===== src/rtl/cam_stream_gen.sv =====
// Camera-style stream generator: pixel clock, vsync/href framing and test patterns.
// Define CAM_STREAM_GEN_CRC_EN to add a per-frame CRC-16-CCITT on crc_o.
module cam_stream_gen #(
  parameter int HRES        = 640,
  parameter int VRES        = 480,
  parameter int DATA_W      = 8,
  parameter int VSYNC_LINES = 3,
  parameter int VBP_LINES   = 17,
  parameter int VFP_LINES   = 10,
  parameter int HBLANK      = 144
) (
  input  logic              clk_i,
  input  logic              rst_ni,
  input  logic              en_i,
  input  logic [1:0]        mode_i,
  output logic              cam_clk_o,
  output logic              cam_vsync_o,
  output logic              cam_href_o,
  output logic [DATA_W-1:0] cam_data_o,
  output logic [15:0]       frame_cnt_o,
  output logic              frame_done_o,
  output logic [15:0]       crc_o
);

  // state    | meaning
  // S_IDLE   | stream stopped, waiting for en_i on a pixel tick
  // S_VSYNC  | vsync high for VSYNC_LINES line periods
  // S_VBP    | vertical back porch
  // S_LINE   | href high, pattern bytes on cam_data_o
  // S_HBLANK | href low between active lines
  // S_VFP    | vertical front porch; frame completes on exit
  typedef enum logic [2:0] {
    S_IDLE, S_VSYNC, S_VBP, S_LINE, S_HBLANK, S_VFP
  } state_t;

  state_t      state_q, state_d;
  logic [15:0] cnt_q, cnt_d;
  logic [15:0] col_q, col_d;
  logic [15:0] line_q, line_d;
  logic [15:0] frame_cnt_d;
  logic [1:0]  mode_q, mode_d;
  logic        byte_q, byte_d;
  logic        done_d;
  logic        start_frame;
  logic        tick;

  logic [2:0]        bar;
  logic [15:0]       rgb_pix;
  logic [7:0]        rgb_byte;
  logic [DATA_W-1:0] pix_data;

  // Pixel tick is the clk_i edge on which cam_clk_o falls.
  assign tick = cam_clk_o;

  // Timing parameters are expected to be >= 1 line (porches/vsync).
  function automatic logic [15:0] lines_to_ticks(input int lines, input logic rgb);
    int tl;
    tl = rgb ? (2 * HRES + HBLANK) : (HRES + HBLANK);
    return 16'(lines * tl - 1);
  endfunction

  always_comb begin
    state_d     = state_q;
    cnt_d       = cnt_q;
    col_d       = col_q;
    line_d      = line_q;
    byte_d      = byte_q;
    mode_d      = mode_q;
    frame_cnt_d = frame_cnt_o;
    done_d      = 1'b0;
    start_frame = 1'b0;
    if (tick) begin
      unique case (state_q)
        S_IDLE: begin
          if (en_i) start_frame = 1'b1;
        end
        S_VSYNC: begin
          if (cnt_q == 16'd0) begin
            state_d = S_VBP;
            cnt_d   = lines_to_ticks(VBP_LINES, mode_q == 2'd0);
          end else begin
            cnt_d = cnt_q - 16'd1;
          end
        end
        S_VBP: begin
          if (cnt_q == 16'd0) state_d = S_LINE;
          else                cnt_d   = cnt_q - 16'd1;
        end
        S_LINE: begin
          if (mode_q == 2'd0 && !byte_q) begin
            byte_d = 1'b1;
          end else begin
            byte_d = 1'b0;
            if (col_q == 16'(HRES - 1)) begin
              col_d = 16'd0;
              if (line_q == 16'(VRES - 1)) begin
                line_d  = 16'd0;
                state_d = S_VFP;
                cnt_d   = lines_to_ticks(VFP_LINES, mode_q == 2'd0);
              end else begin
                line_d  = line_q + 16'd1;
                state_d = (HBLANK == 0) ? S_LINE : S_HBLANK;
                cnt_d   = 16'(HBLANK - 1);
              end
            end else begin
              col_d = col_q + 16'd1;
            end
          end
        end
        S_HBLANK: begin
          if (cnt_q == 16'd0) state_d = S_LINE;
          else                cnt_d   = cnt_q - 16'd1;
        end
        S_VFP: begin
          if (cnt_q == 16'd0) begin
            frame_cnt_d = frame_cnt_o + 16'd1;
            done_d      = 1'b1;
            state_d     = S_IDLE;
            if (en_i) start_frame = 1'b1;
          end else begin
            cnt_d = cnt_q - 16'd1;
          end
        end
        default: state_d = S_IDLE;
      endcase
      // Mode is sampled only at frame start so a frame never mixes patterns.
      if (start_frame) begin
        state_d = S_VSYNC;
        mode_d  = mode_i;
        cnt_d   = lines_to_ticks(VSYNC_LINES, mode_i == 2'd0);
      end
    end
  end

  always_ff @(posedge clk_i or negedge rst_ni) begin
    if (!rst_ni) begin
      cam_clk_o    <= 1'b0;
      state_q      <= S_IDLE;
      cnt_q        <= '0;
      col_q        <= '0;
      line_q       <= '0;
      byte_q       <= 1'b0;
      mode_q       <= '0;
      frame_cnt_o  <= '0;
      frame_done_o <= 1'b0;
    end else begin
      cam_clk_o    <= ~cam_clk_o;
      state_q      <= state_d;
      cnt_q        <= cnt_d;
      col_q        <= col_d;
      line_q       <= line_d;
      byte_q       <= byte_d;
      mode_q       <= mode_d;
      frame_cnt_o  <= frame_cnt_d;
      frame_done_o <= done_d;
    end
  end

  always_comb begin
    bar      = 3'((32'(col_q) * 8) / HRES);
    rgb_pix  = {{5{bar[2]}}, {6{bar[1]}}, {5{bar[0]}}};
    rgb_byte = byte_q ? rgb_pix[7:0] : rgb_pix[15:8];
    pix_data = '0;
    if (state_q == S_LINE) begin
      unique case (mode_q)
        2'd0:    pix_data = DATA_W'(rgb_byte) << (DATA_W - 8);
        2'd2:    pix_data = {DATA_W{col_q[3] ^ line_q[3]}};
        default: pix_data = DATA_W'(col_q + line_q + frame_cnt_o);
      endcase
    end
  end

  assign cam_data_o  = pix_data;
  assign cam_vsync_o = (state_q == S_VSYNC);
  assign cam_href_o  = (state_q == S_LINE);

`ifdef CAM_STREAM_GEN_CRC_EN
  logic [15:0] crc_q;
  logic [7:0]  crc_byte;

  function automatic logic [15:0] crc16_step(input logic [15:0] c, input logic [7:0] b);
    logic [15:0] r;
    r = c ^ {b, 8'h00};
    for (int i = 0; i < 8; i++) r = r[15] ? ((r << 1) ^ 16'h1021) : (r << 1);
    return r;
  endfunction

  // Wide RAW buses contribute only their low byte.
  assign crc_byte = (mode_q == 2'd0) ? rgb_byte : pix_data[7:0];

  always_ff @(posedge clk_i or negedge rst_ni) begin
    if (!rst_ni) begin
      crc_q <= 16'hFFFF;
      crc_o <= '0;
    end else begin
      if (start_frame)                    crc_q <= 16'hFFFF;
      else if (tick && state_q == S_LINE) crc_q <= crc16_step(crc_q, crc_byte);
      if (done_d) crc_o <= crc_q;
    end
  end
`else
  assign crc_o = '0;
`endif

endmodule


===== config.mk =====
export PLATFORM = sky130hd
export DESIGN_NAME = cam_stream_gen
export DESIGN_NICKNAME = d
export VERILOG_FILES = /design/src/rtl/cam_stream_gen.sv
export SDC_FILE = /design/constraint.sdc
export NUM_CORES = 1
export LEC_CHECK = 0
export BUFFER_PORTS_ARGS = -buffer_cell sky130_fd_sc_hd__buf_2
export CAP_MARGIN = 20
export CORE_MARGIN = 8
export CORE_UTILIZATION = 60
export CTS_CLUSTER_DIAMETER = 50
export DETAILED_ROUTE_END_ITERATION = 7
export GPL_TIMING_DRIVEN = 1
export PLACE_DENSITY = 0.79
export SYNTH_ARGS = -nofsm -noshare
export SYNTH_HDL_FRONTEND = slang
export SYNTH_SLANG_ARGS = --single-unit

===== constraint.sdc =====
create_clock -name clk_i -period 10.45 [get_ports clk_i]
set_clock_uncertainty 0.1 [all_clocks]
set_input_delay 0.5225 -clock clk_i [delete_from_list [all_inputs] [get_ports clk_i]]
set_output_delay 0.5225 -clock clk_i [all_outputs]
set_load 0.05 [all_outputs]

==> results of run 1 <==
Yosys cell counts, drive strengths merged (10+ instances only):
cell / number / area [µm²]
a211oi: 12 / 135
a21o: 12 / 90.1
a21oi: 52 / 275
a31oi: 23 / 150
and2: 10 / 62.6
and3: 21 / 131
buf: 36 / 239
clkbuf: 29 / 111
dfrtp: 72 / 1800
ha: 12 / 150
inv: 30 / 113
mux2i: 10 / 113
nand2: 96 / 365
nand3: 48 / 245
nand4: 32 / 200
nor2: 86 / 343
nor3: 44 / 253
nor4: 28 / 209
o211ai: 13 / 113
o21ai: 80 / 415
o31ai: 17 / 146
or3: 19 / 124
xnor2: 73 / 662
xor2: 21 / 184
worst max-delay path: cells and delay by family (launching register included):
family	cells	cell delay, ns
buffers and inverters	3	0.64
muxes	2	0.86
AOI/OAI and AO/OA	12	3.68
and+or+nand+nor	11	3.45
DFF	1	0.50
flip-flops by register name, summed over array words and instances (netlist names):
signal        flops
byte_q            1
col_q            16
frame_cnt_o      16
line_q           16
cam_clk_o         1
frame_done_o      1
cnt_q            16
state_q           3
mode_q            2
routing by layer:
| layer | part of all wire | wire length, µm |
|---|---|---|
| met1 | 0.43 | 9920 |
| met2 | 0.46 | 10600 |
| met3 | 0.087 | 2010 |
| met4 | 0.021 | 482 |
| met5 | 0 | 0 |
report_power, final:
group	switching [mW]	internal, mW
sequential	0	0.279
clock	0.122	0.209
combinational	0.0184	0.000807
path summary, 6_finish.rpt:
check,end,slack [ns],depth (start not counted)
max reg2reg,cnt_q[4],1.32,25
min,mode_q[1],0.18,1
max in group asynchronous,col_q[14],9.42,1
max,cam_data_o[1],0.33,28
min in group clk_i,mode_q[1],0.33,2
min reg2reg,frame_cnt_o[15],0.37,1
metrics by stage:
stage                     utilization  instances
after global placement          0.618       1224
after CTS                       0.642       1240
final                           0.647       1243
after detailed placement        0.618       1224
after global routing            0.647       1243
after floorplan                     -       1066
cells in the final DEF, fill, tap and decap left out, types with 23 or more instances in the layout:
master and instances:
sky130_fd_sc_hd__o21ai_0 63, sky130_fd_sc_hd__nand4_1 32, sky130_fd_sc_hd__nand3_1 47, sky130_fd_sc_hd__nor2_1 82
sky130_fd_sc_hd__xnor2_1 69, sky130_fd_sc_hd__nor3_1 40, sky130_fd_sc_hd__a21oi_1 50, sky130_fd_sc_hd__nand2_1 94
sky130_fd_sc_hd__dfrtp_1 72, sky130_fd_sc_hd__inv_1 30, sky130_fd_sc_hd__buf_2 32, sky130_fd_sc_hd__nor4_1 23
layout make-up:
class                           count  area [µm²]  area share
Multi-Input combinational cell    899        6150       0.693
Sequential cell                    72        1800       0.203
Timing Repair Buffer               46         265      0.0299
Clock buffer                        9         225      0.0254
Tap cell                          180         225      0.0254
Inverter                           30         113      0.0127
Clock inverter                      7        95.1      0.0107
cells by family (layout without fill, tap and decap cells):
kind of cell	Yosys count	in the layout	share of synthesized area
and+or+nand+nor	431	431	0.279
AOI/OAI and AO/OA	320	320	0.285
buffers and inverters	95	92	0.0557
xor gates and xnor gates	94	94	0.102
DFF	72	72	0.217
adders and majority gates	21	21	0.0386
muxes	17	17	0.0230
other	1	16	0.000452
repair_timing:
item                                    4_1_cts  5_1_grt
buffers inserted                              0        2
resized for setup                             0        8
endpoints found under the setup margin        0        8
==> out/qor.json, run 1 <==
{
  "syn-mean-instance-area": {"value": 7.90, "unit": "µm²"},
  "critPathMaxFanout": {"value": 11},
  "clock_tree.root_cell": {"value": "sky130_fd_sc_hd__clkbuf_16"},
  "final.setup.worst_slack": {"value": 0.333, "unit": "ns"},
  "power-per-cell-area": {"value": 70.9, "unit": "nW/µm²"},
  "worstSkewPairLatency": {"value": 0.34, "unit": "ns"},
  "crit_path_start": {"value": "col_q[5]"},
  "cp.required": {"value": 9.83, "unit": "ns"},
  "port_buffer_count": {"value": 32},
  "boundaryPins": {"value": 49},
  "groute.usage.overall": {"value": 0.253},
  "max_clock_freq": {"value": 0.0988, "unit": "GHz"},
  "die_width": {"value": 134, "unit": "µm"},
  "tritoncts": {"value": "built"},
  "total_chip_power": {"value": 629, "unit": "µW"},
  "die_footprint": {"value": 17900, "unit": "µm²"},
  "worst_ir_drop_vdd": {"value": 0.120, "unit": "mV"},
  "half_perimeter_wire_length_after_placement": {"value": 16900, "unit": "µm"},
  "max_cap_viol_count": {"value": 0},
  "core_area": {"value": 13700, "unit": "µm²"},
  "ys_ff_latch": {"value": 72},
  "start_kind": {"value": "flip-flop"},
  "synthesis.instances": {"value": 1051},
  "numClockSinks": {"value": 72},
  "clkTransAtPathRegs": {"value": 0.06, "unit": "ns"},
  "hold-worst-slack": {"value": 0.181, "unit": "ns"},
  "final-hold-violation-count": {"value": 0},
  "grt_first_pass_wirelength": {"value": 38100, "unit": "µm"},
  "synthFlopType": {"value": "sky130_fd_sc_hd__dfrtp_1"},
  "timing.slew.headroom": {"value": 0.381},
  "syn_area": {"value": 8310, "unit": "µm²"},
  "period_needed": {"value": 10.12, "unit": "ns"},
  "leakage": {"value": 3.42, "unit": "nW"},
  "setup.worst_path.class": {"value": "reg -> out"},
  "synth_warnings": {"value": 0},
  "floorplan.initialDensity": {"value": 0.605},
  "endpoint_kind": {"value": "output port"},
  "data_arrival_time_of_the_critical_path": {"value": 9.49, "unit": "ns"},
  "synthDistinctLibCells": {"value": 114},
  "globalRouteMet2Util": {"value": 0.394},
  "grt_start_max_net_pins": {"value": 73},
  "avgRoutedWirePerCell": {"value": 18.5, "unit": "µm"},
  "critical_path.slowest_cell": {"value": "sky130_fd_sc_hd__nor4_2"},
  "num_vias": {"value": 8465},
  "async_flop_share": {"value": 1.00},
  "hold_path.class": {"value": "in -> async"},
  "use_met1": {"value": 0.353},
  "max_stage_delay": {"value": 0.70, "unit": "ns"},
  "drcViolationCount": {"value": 0},
  "groute.layer.met3.usage": {"value": 0.0463},
  "seq_area_frac_synth": {"value": 0.217},
  "count_of_routing_violations_after_the_opening_detailed_route_iteration": {"value": 1159},
  "diodes": {"value": 0},
  "cts.path.max_buffers": {"value": 2},
  "timing.final.setup_violations": {"value": 0},
  "synth_edf_count": {"value": 0},
  "layout-drive-gt1-share": {"value": 0.127},
  "timing.final.max_slew_violations": {"value": 0},
  "grt_antenna_before_repair": {"value": 0},
  "num-fill-cells": {"value": 1173},
  "detail_route.wirelength": {"value": 23000, "unit": "µm"},
  "placed_area": {"value": 8480, "unit": "µm²"},
  "htree_depth": {"value": 3},
  "layout.nets": {"value": 1083},
  "worst_slew_pin_slew": {"value": 0.929, "unit": "ns"},
  "reg2reg_from": {"value": "col_q[5]"},
  "die-height": {"value": 134, "unit": "µm"},
  "cts-hold-fix-buffers": {"value": 0},
  "vias_per_cell": {"value": 6.81},
  "cts_made_buffers": {"value": 9},
  "design_area": {"value": 8880, "unit": "µm²"},
  "globalRoute.totalOverflow": {"value": 0},
  "antenna_violating_nets_post_route": {"value": 0},
  "outcome": {"value": "finished clean"},
  "drtPass1Iterations": {"value": 5},
  "min_period_over_period": {"value": 0.968},
  "grt_pass1_vias": {"value": 7608},
  "area_delta_synth_final": {"value": 6.91, "unit": "%"},
  "worst_case_setup_slack_after_placement": {"value": 0.626, "unit": "ns"},
  "fin_setup_tns": {"value": 0, "unit": "ns"},
  "floorplan.rows": {"value": 43},
  "gp_congestion": {"value": 0.983},
  "grt-busiest-layer": {"value": "met2"}
}
No activity file was read; power rests on OpenSTA's default activity.
==> inputs of run 2 (changes only) <==
--- a/config.mk
+++ b/config.mk
@@ -9,10 +9,9 @@
 export CAP_MARGIN = 20
 export CORE_MARGIN = 8
 export CORE_UTILIZATION = 60
-export CTS_CLUSTER_DIAMETER = 50
 export DETAILED_ROUTE_END_ITERATION = 7
 export GPL_TIMING_DRIVEN = 1
-export PLACE_DENSITY = 0.79
+export PLACE_DENSITY = 0.84
 export SYNTH_ARGS = -nofsm -noshare
 export SYNTH_HDL_FRONTEND = slang
 export SYNTH_SLANG_ARGS = --single-unit
==> out/qor.json, run 2 (same netlist as run 1, synthesis figures left out) <==
{
  "floorplan.initialDensity": {"value": 0.605},
  "cts-hold-fix-buffers": {"value": 0},
  "clock_tree.root_cell": {"value": "sky130_fd_sc_hd__clkbuf_16"},
  "cts.path.max_buffers": {"value": 2},
  "grt_start_max_net_pins": {"value": 73},
  "cts_made_buffers": {"value": 9},
  "p_seq_frac": {"value": 0.477},
  "cp.required": {"value": 9.83, "unit": "ns"},
  "netSwitchingPower": {"value": 132, "unit": "µW"},
  "grt_first_pass_wirelength": {"value": 37600, "unit": "µm"},
  "port_buffer_count": {"value": 32},
  "pwr-share-comb": {"value": 0.033},
  "placed_area": {"value": 8440, "unit": "µm²"},
  "numClockSinks": {"value": 72},
  "period_needed": {"value": 9.82, "unit": "ns"},
  "clkTransAtPathRegs": {"value": 0.06, "unit": "ns"},
  "hold_path.class": {"value": "in -> async"},
  "layout.nets": {"value": 1078},
  "count_of_routing_violations_after_the_opening_detailed_route_iteration": {"value": 1094},
  "drcViolationCount": {"value": 0},
  "tritoncts": {"value": "built"},
  "diodes": {"value": 0},
  "design_area": {"value": 8820, "unit": "µm²"},
  "final-hold-violation-count": {"value": 0},
  "gp_congestion": {"value": 0.929},
  "timing.slew.headroom": {"value": 0.352},
  "timing.final.setup_violations": {"value": 0},
  "grt_pass1_vias": {"value": 7587},
  "timing.final.max_slew_violations": {"value": 0},
  "area_delta_synth_final": {"value": 6.22, "unit": "%"},
  "start_kind": {"value": "flip-flop"},
  "clock_power_share": {"value": 0.491},
  "max_cap_viol_count": {"value": 0},
  "boundaryPins": {"value": 49},
  "hold-worst-slack": {"value": 0.208, "unit": "ns"},
  "die_width": {"value": 134, "unit": "µm"},
  "floorplan.rows": {"value": 43},
  "num_vias": {"value": 8481},
  "place_inst": {"value": 1219},
  "worstSkewPairLatency": {"value": 0.34, "unit": "ns"},
  "layout.cells.most_common": {"value": "sky130_fd_sc_hd__nand2_1"},
  "endpoint_kind": {"value": "output port"},
  "instances_no_fill": {"value": 1238},
  "final_cell_mix": {"value": "sky130_fd_sc_hd__nand2_1, sky130_fd_sc_hd__nor2_1, sky130_fd_sc_hd__dfrtp_1"},
  "die-height": {"value": 134, "unit": "µm"},
  "worst_slew_pin_slew": {"value": 0.972, "unit": "ns"},
  "max_clock_freq": {"value": 0.102, "unit": "GHz"},
  "half_perimeter_wire_length_after_placement": {"value": 16700, "unit": "µm"},
  "leakage": {"value": 3.39, "unit": "nW"},
  "final.setup.worst_slack": {"value": 0.628, "unit": "ns"},
  "outcome": {"value": "finished clean"},
  "core_area": {"value": 13700, "unit": "µm²"},
  "globalRoute.totalOverflow": {"value": 0},
  "p_int": {"value": 453, "unit": "µW"},
  "vias_per_cell": {"value": 6.85},
  "antenna_violating_nets_post_route": {"value": 0},
  "die_footprint": {"value": 17900, "unit": "µm²"},
  "setup.worst_path.class": {"value": "reg -> out"},
  "critPathMaxFanout": {"value": 22},
  "detail_route.wirelength": {"value": 22700, "unit": "µm"},
  "min_period_over_period": {"value": 0.940},
  "grt_antenna_before_repair": {"value": 0},
  "power-per-cell-area": {"value": 66.3, "unit": "nW/µm²"},
  "worst_case_setup_slack_after_placement": {"value": 0.639, "unit": "ns"},
  "avgRoutedWirePerCell": {"value": 18.3, "unit": "µm"},
  "htree_depth": {"value": 3},
  "grt_setup_unrepaired": {"value": "no"},
  "fin_setup_tns": {"value": 0, "unit": "ns"},
  "worst_ir_drop_vdd": {"value": 0.116, "unit": "mV"},
  "layout-drive-gt1-share": {"value": 0.126},
  "data_arrival_time_of_the_critical_path": {"value": 9.20, "unit": "ns"},
  "drtPass1Iterations": {"value": 6},
  "power.switching_fraction": {"value": 0.225},
  "groute.usage.overall": {"value": 0.249}
}
==> run 2: worst paths after layout <==
kind | from | endpoint | slack (ns) | cells after the start
max reg2reg | col_q[0] | cnt_q[4] | 1.55 | 25
max in group asynchronous | rst_ni | col_q[1] | 9.45 | 1
max | col_q[7] | cam_data_o[6] | 0.63 | 26
min reg2reg | frame_cnt_o[15] | frame_cnt_o[15] | 0.36 | 1
min in group clk_i | mode_i[1] | mode_q[1] | 0.34 | 2
min | rst_ni | cnt_q[12] | 0.21 | 1
==> run 2: timing repair <==
action / in CTS / in global routing
endpoints found under the setup margin: 0 / 9
hold endpoints to repair: 0 / 0
resized for setup: 0 / 12
buffers inserted: 0 / 3
==> run 2: critical path, stage by stage, from the launching register on <==
cell,delay (ns)
sky130_fd_sc_hd__dfrtp_1,0.73
sky130_fd_sc_hd__nor4_4,0.51
sky130_fd_sc_hd__a41oi_1,0.34
sky130_fd_sc_hd__a211oi_4,0.54
sky130_fd_sc_hd__o211ai_1,0.30
sky130_fd_sc_hd__mux2_2,0.36
sky130_fd_sc_hd__a211oi_1,0.35
sky130_fd_sc_hd__o21ai_0,0.19
sky130_fd_sc_hd__a31oi_2,0.35
sky130_fd_sc_hd__and2_1,0.31
sky130_fd_sc_hd__a221oi_4,0.11
sky130_fd_sc_hd__o211ai_2,0.42
sky130_fd_sc_hd__and3_1,0.47
sky130_fd_sc_hd__mux2i_4,0.45
sky130_fd_sc_hd__a211oi_1,0.13
sky130_fd_sc_hd__a211o_1,0.36
sky130_fd_sc_hd__and3_1,0.22
sky130_fd_sc_hd__o211ai_2,0.52
sky130_fd_sc_hd__o21ai_1,0.27
sky130_fd_sc_hd__a2111oi_2,0.40
sky130_fd_sc_hd__a311oi_1,0.09
sky130_fd_sc_hd__a2111o_1,0.42
sky130_fd_sc_hd__and4b_4,0.22
sky130_fd_sc_hd__a21o_1,0.17
sky130_fd_sc_hd__a21o_1,0.23
sky130_fd_sc_hd__a21oi_1,0.13
sky130_fd_sc_hd__buf_2,0.28
==> run 2: through the flow <==
stage / power, mW / utilization
2_1_floorplan: 0.301 / -
3_3_place_gp: 0.303 / 0.616
3_5_place_dp: 0.303 / 0.616
4_1_cts: 0.589 / 0.636
5_1_grt: 0.602 / 0.643
6_report: 0.585 / 0.643
==> run 2: final cells by class <==
type,count,area [µm²]
Clock buffer,12,256
Clock inverter,4,28.8
Fill cell,1166,4900
Inverter,30,113
Multi-Input combinational cell,899,6170
Sequential cell,72,1800
Tap cell,180,225
Timing Repair Buffer,41,230
==> run 2: routing by layer <==
metal | wire length (µm) | global-route usage | vias up
met5 | 0 | 0 | -
met4 | 405 | 0.0649 | 0
met3 | 2020 | 0.0414 | 53
met2 | 10300 | 0.382 | 462
met1 | 9910 | 0.353 | 4011
li1 | - | - | 3955
==> run 2: power by group through the flow <==
stage / combinational (mW) / clock (mW) / sequential, mW
floorplan: 0.0174 / 0 / 0.284
global placement: 0.0192 / 0 / 0.284
detailed placement: 0.0192 / 0 / 0.284
CTS: 0.0192 / 0.291 / 0.279
global route: 0.0209 / 0.302 / 0.279
finish: 0.0191 / 0.287 / 0.279
==> inputs of run 3 (changes only) <==
--- a/config.mk
+++ b/config.mk
@@ -8,10 +8,10 @@
 export BUFFER_PORTS_ARGS = -buffer_cell sky130_fd_sc_hd__buf_2
 export CAP_MARGIN = 20
 export CORE_MARGIN = 8
-export CORE_UTILIZATION = 60
+export CORE_UTILIZATION = 40
 export DETAILED_ROUTE_END_ITERATION = 7
 export GPL_TIMING_DRIVEN = 1
-export PLACE_DENSITY = 0.84
+export PLACE_DENSITY = 0.61
 export SYNTH_ARGS = -nofsm -noshare
 export SYNTH_HDL_FRONTEND = slang
 export SYNTH_SLANG_ARGS = --single-unit
==> out/qor.json, run 3 (same netlist as run 1, synthesis figures left out) <==
{
  "floorplan.rows": {"value": 52},
  "die-height": {"value": 160, "unit": "µm"},
  "layout.cells.most_common": {"value": "sky130_fd_sc_hd__nand2_1"},
  "critical_path.slowest_cell": {"value": "sky130_fd_sc_hd__or3_1"},
  "data_arrival_time_of_the_critical_path": {"value": 9.17, "unit": "ns"},
  "leakage": {"value": 3.43, "unit": "nW"},
  "tritoncts": {"value": "built"},
  "clock_tree.root_cell": {"value": "sky130_fd_sc_hd__clkbuf_16"},
  "cts-hold-fix-buffers": {"value": 0},
  "clkTransAtPathRegs": {"value": 0.06, "unit": "ns"},
  "floorplan.initialDensity": {"value": 0.409},
  "gp_congestion": {"value": 0.936},
  "die_footprint": {"value": 25600, "unit": "µm²"},
  "numClockSinks": {"value": 72},
  "endpoint_kind": {"value": "output port"},
  "grt_antenna_before_repair": {"value": 0},
  "period_needed": {"value": 9.80, "unit": "ns"},
  "num-fill-cells": {"value": 2082},
  "grt_first_pass_wirelength": {"value": 39400, "unit": "µm"},
  "min_period_over_period": {"value": 0.937},
  "groute.usage.overall": {"value": 0.180},
  "cp.required": {"value": 9.83, "unit": "ns"},
  "core_area": {"value": 20300, "unit": "µm²"},
  "clock_power_share": {"value": 0.529},
  "multi_input_comb_area": {"value": 6200, "unit": "µm²"},
  "start_kind": {"value": "flip-flop"},
  "area_delta_synth_final": {"value": 8.71, "unit": "%"},
  "pwr-share-comb": {"value": 0.031},
  "detail_route.wirelength": {"value": 24100, "unit": "µm"},
  "cts_made_buffers": {"value": 9},
  "worst_slew_pin_slew": {"value": 0.939, "unit": "ns"},
  "max_cap_viol_count": {"value": 0},
  "boundaryPins": {"value": 49},
  "setup.worst_path.class": {"value": "reg -> out"},
  "grt_pass1_vias": {"value": 7598},
  "grt_setup_unrepaired": {"value": "no"},
  "power-per-cell-area": {"value": 70.1, "unit": "nW/µm²"},
  "power.switching_fraction": {"value": 0.226},
  "final_cell_mix": {"value": "sky130_fd_sc_hd__nand2_1, sky130_fd_sc_hd__nor2_1, sky130_fd_sc_hd__dfrtp_1"},
  "timing.final.max_slew_violations": {"value": 0},
  "cts.path.max_buffers": {"value": 2},
  "num_vias": {"value": 8215},
  "grt_start_max_net_pins": {"value": 73},
  "total_chip_power": {"value": 633, "unit": "µW"},
  "worstSkewPairLatency": {"value": 0.34, "unit": "ns"},
  "timing.final.setup_violations": {"value": 0},
  "hold_path.class": {"value": "in -> async"},
  "die_width": {"value": 160, "unit": "µm"},
  "drtPass1Iterations": {"value": 5},
  "timing.slew.headroom": {"value": 0.374},
  "p_int": {"value": 490, "unit": "µW"},
  "final-hold-violation-count": {"value": 0},
  "vias_per_cell": {"value": 6.17},
  "critPathMaxFanout": {"value": 13},
  "netSwitchingPower": {"value": 143, "unit": "µW"},
  "avgRoutedWirePerCell": {"value": 18.1, "unit": "µm"},
  "layout.area.seq": {"value": 1800, "unit": "µm²"},
  "port_buffer_count": {"value": 32},
  "htree_depth": {"value": 3},
  "p_seq_frac": {"value": 0.440},
  "diodes": {"value": 0},
  "outcome": {"value": "finished clean"},
  "count_of_routing_violations_after_the_opening_detailed_route_iteration": {"value": 738},
  "layout.nets": {"value": 1081},
  "globalRoute.totalOverflow": {"value": 0},
  "layout-drive-gt1-share": {"value": 0.129},
  "antenna_violating_nets_post_route": {"value": 0},
  "drcViolationCount": {"value": 0},
  "max_stage_delay": {"value": 0.57, "unit": "ns"},
  "fin_setup_tns": {"value": 0, "unit": "ns"},
  "max_clock_freq": {"value": 0.102, "unit": "GHz"},
  "half_perimeter_wire_length_after_placement": {"value": 18000, "unit": "µm"},
  "worst_ir_drop_vdd": {"value": 0.0754, "unit": "mV"}
}
run 3: changes by cell type in the layout (fill, tap and decap cells not counted), sizes merged:
cell,delta
clkbuf,-2
bufinv,+2
clkinv,-1
buf,+3
inv,+1
run 3: final cells by class:
class | count | share of cell area
clock inverter | 6 | 0.0103
multi-input combinational | 899 | 0.687
tap | 270 | 0.0374
sequential | 72 | 0.200
timing repair buffer | 44 | 0.0280
inverter | 30 | 0.0125
clock buffer | 10 | 0.0254
run 3: final timing paths:
path / from / to / slack (ns) / cells after the start
worst max register to register: col_q[0] / cnt_q[4] / 1.52 / 25
worst min register to register: frame_cnt_o[15] / frame_cnt_o[15] / 0.36 / 1
worst max-delay path: col_q[0] / cam_data_o[3] / 0.65 / 28
max in group asynchronous: rst_ni / line_q[0] / 9.41 / 1
min in group clk_i: mode_i[1] / mode_q[1] / 0.34 / 2
worst min-delay path: rst_ni / cnt_q[13] / 0.20 / 1
run 3: power by group through the flow:
stage | registers [mW] | clock network (mW) | logic [mW]
floorplan | 0.284 | 0 | 0.0174
global placement | 0.284 | 0 | 0.0195
detailed placement | 0.284 | 0 | 0.0197
CTS | 0.279 | 0.340 | 0.0197
global route | 0.279 | 0.351 | 0.0211
finish | 0.279 | 0.335 | 0.0193
run 3: timing repair:
item | CTS | global route
setup buffers | 0 | 1
pin swaps | 0 | 2
setup endpoints to repair | 5 | 8
gates resized for setup | 1 | 15
run 3: critical path, delay by kind of cell (launching register included):
kind / cells / cell delay, ns
buf+inv: 2 / 0.39
simple gates: 11 / 3.25
xor+xnor: 1 / 0.40
compound gates: 12 / 3.74
flops: 1 / 0.51
mux: 1 / 0.27
fa+ha+maj: 1 / 0.28
run 3: per-layer routing:
layer	wire [µm]	global-route usage	up-vias
met5	0	0	-
met4	259	0.0395	0
met3	1260	0.0231	24
met2	11100	0.283	273
met1	11500	0.257	3963
li1	-	-	3955
run 3: metrics by stage:
stage	instances	area, µm²	worst slack (ns)	utilization	hold WS [ns]
floorplan	1066	8360	1.92	-	0.127
global placement	1314	8590	0.287	0.423	0.351
detailed placement	1314	8590	0.307	0.423	0.353
CTS	1330	8920	0.215	0.439	0.274
global route	1331	9030	0.0914	0.445	0.288
finish	1331	9030	0.654	0.445	0.198
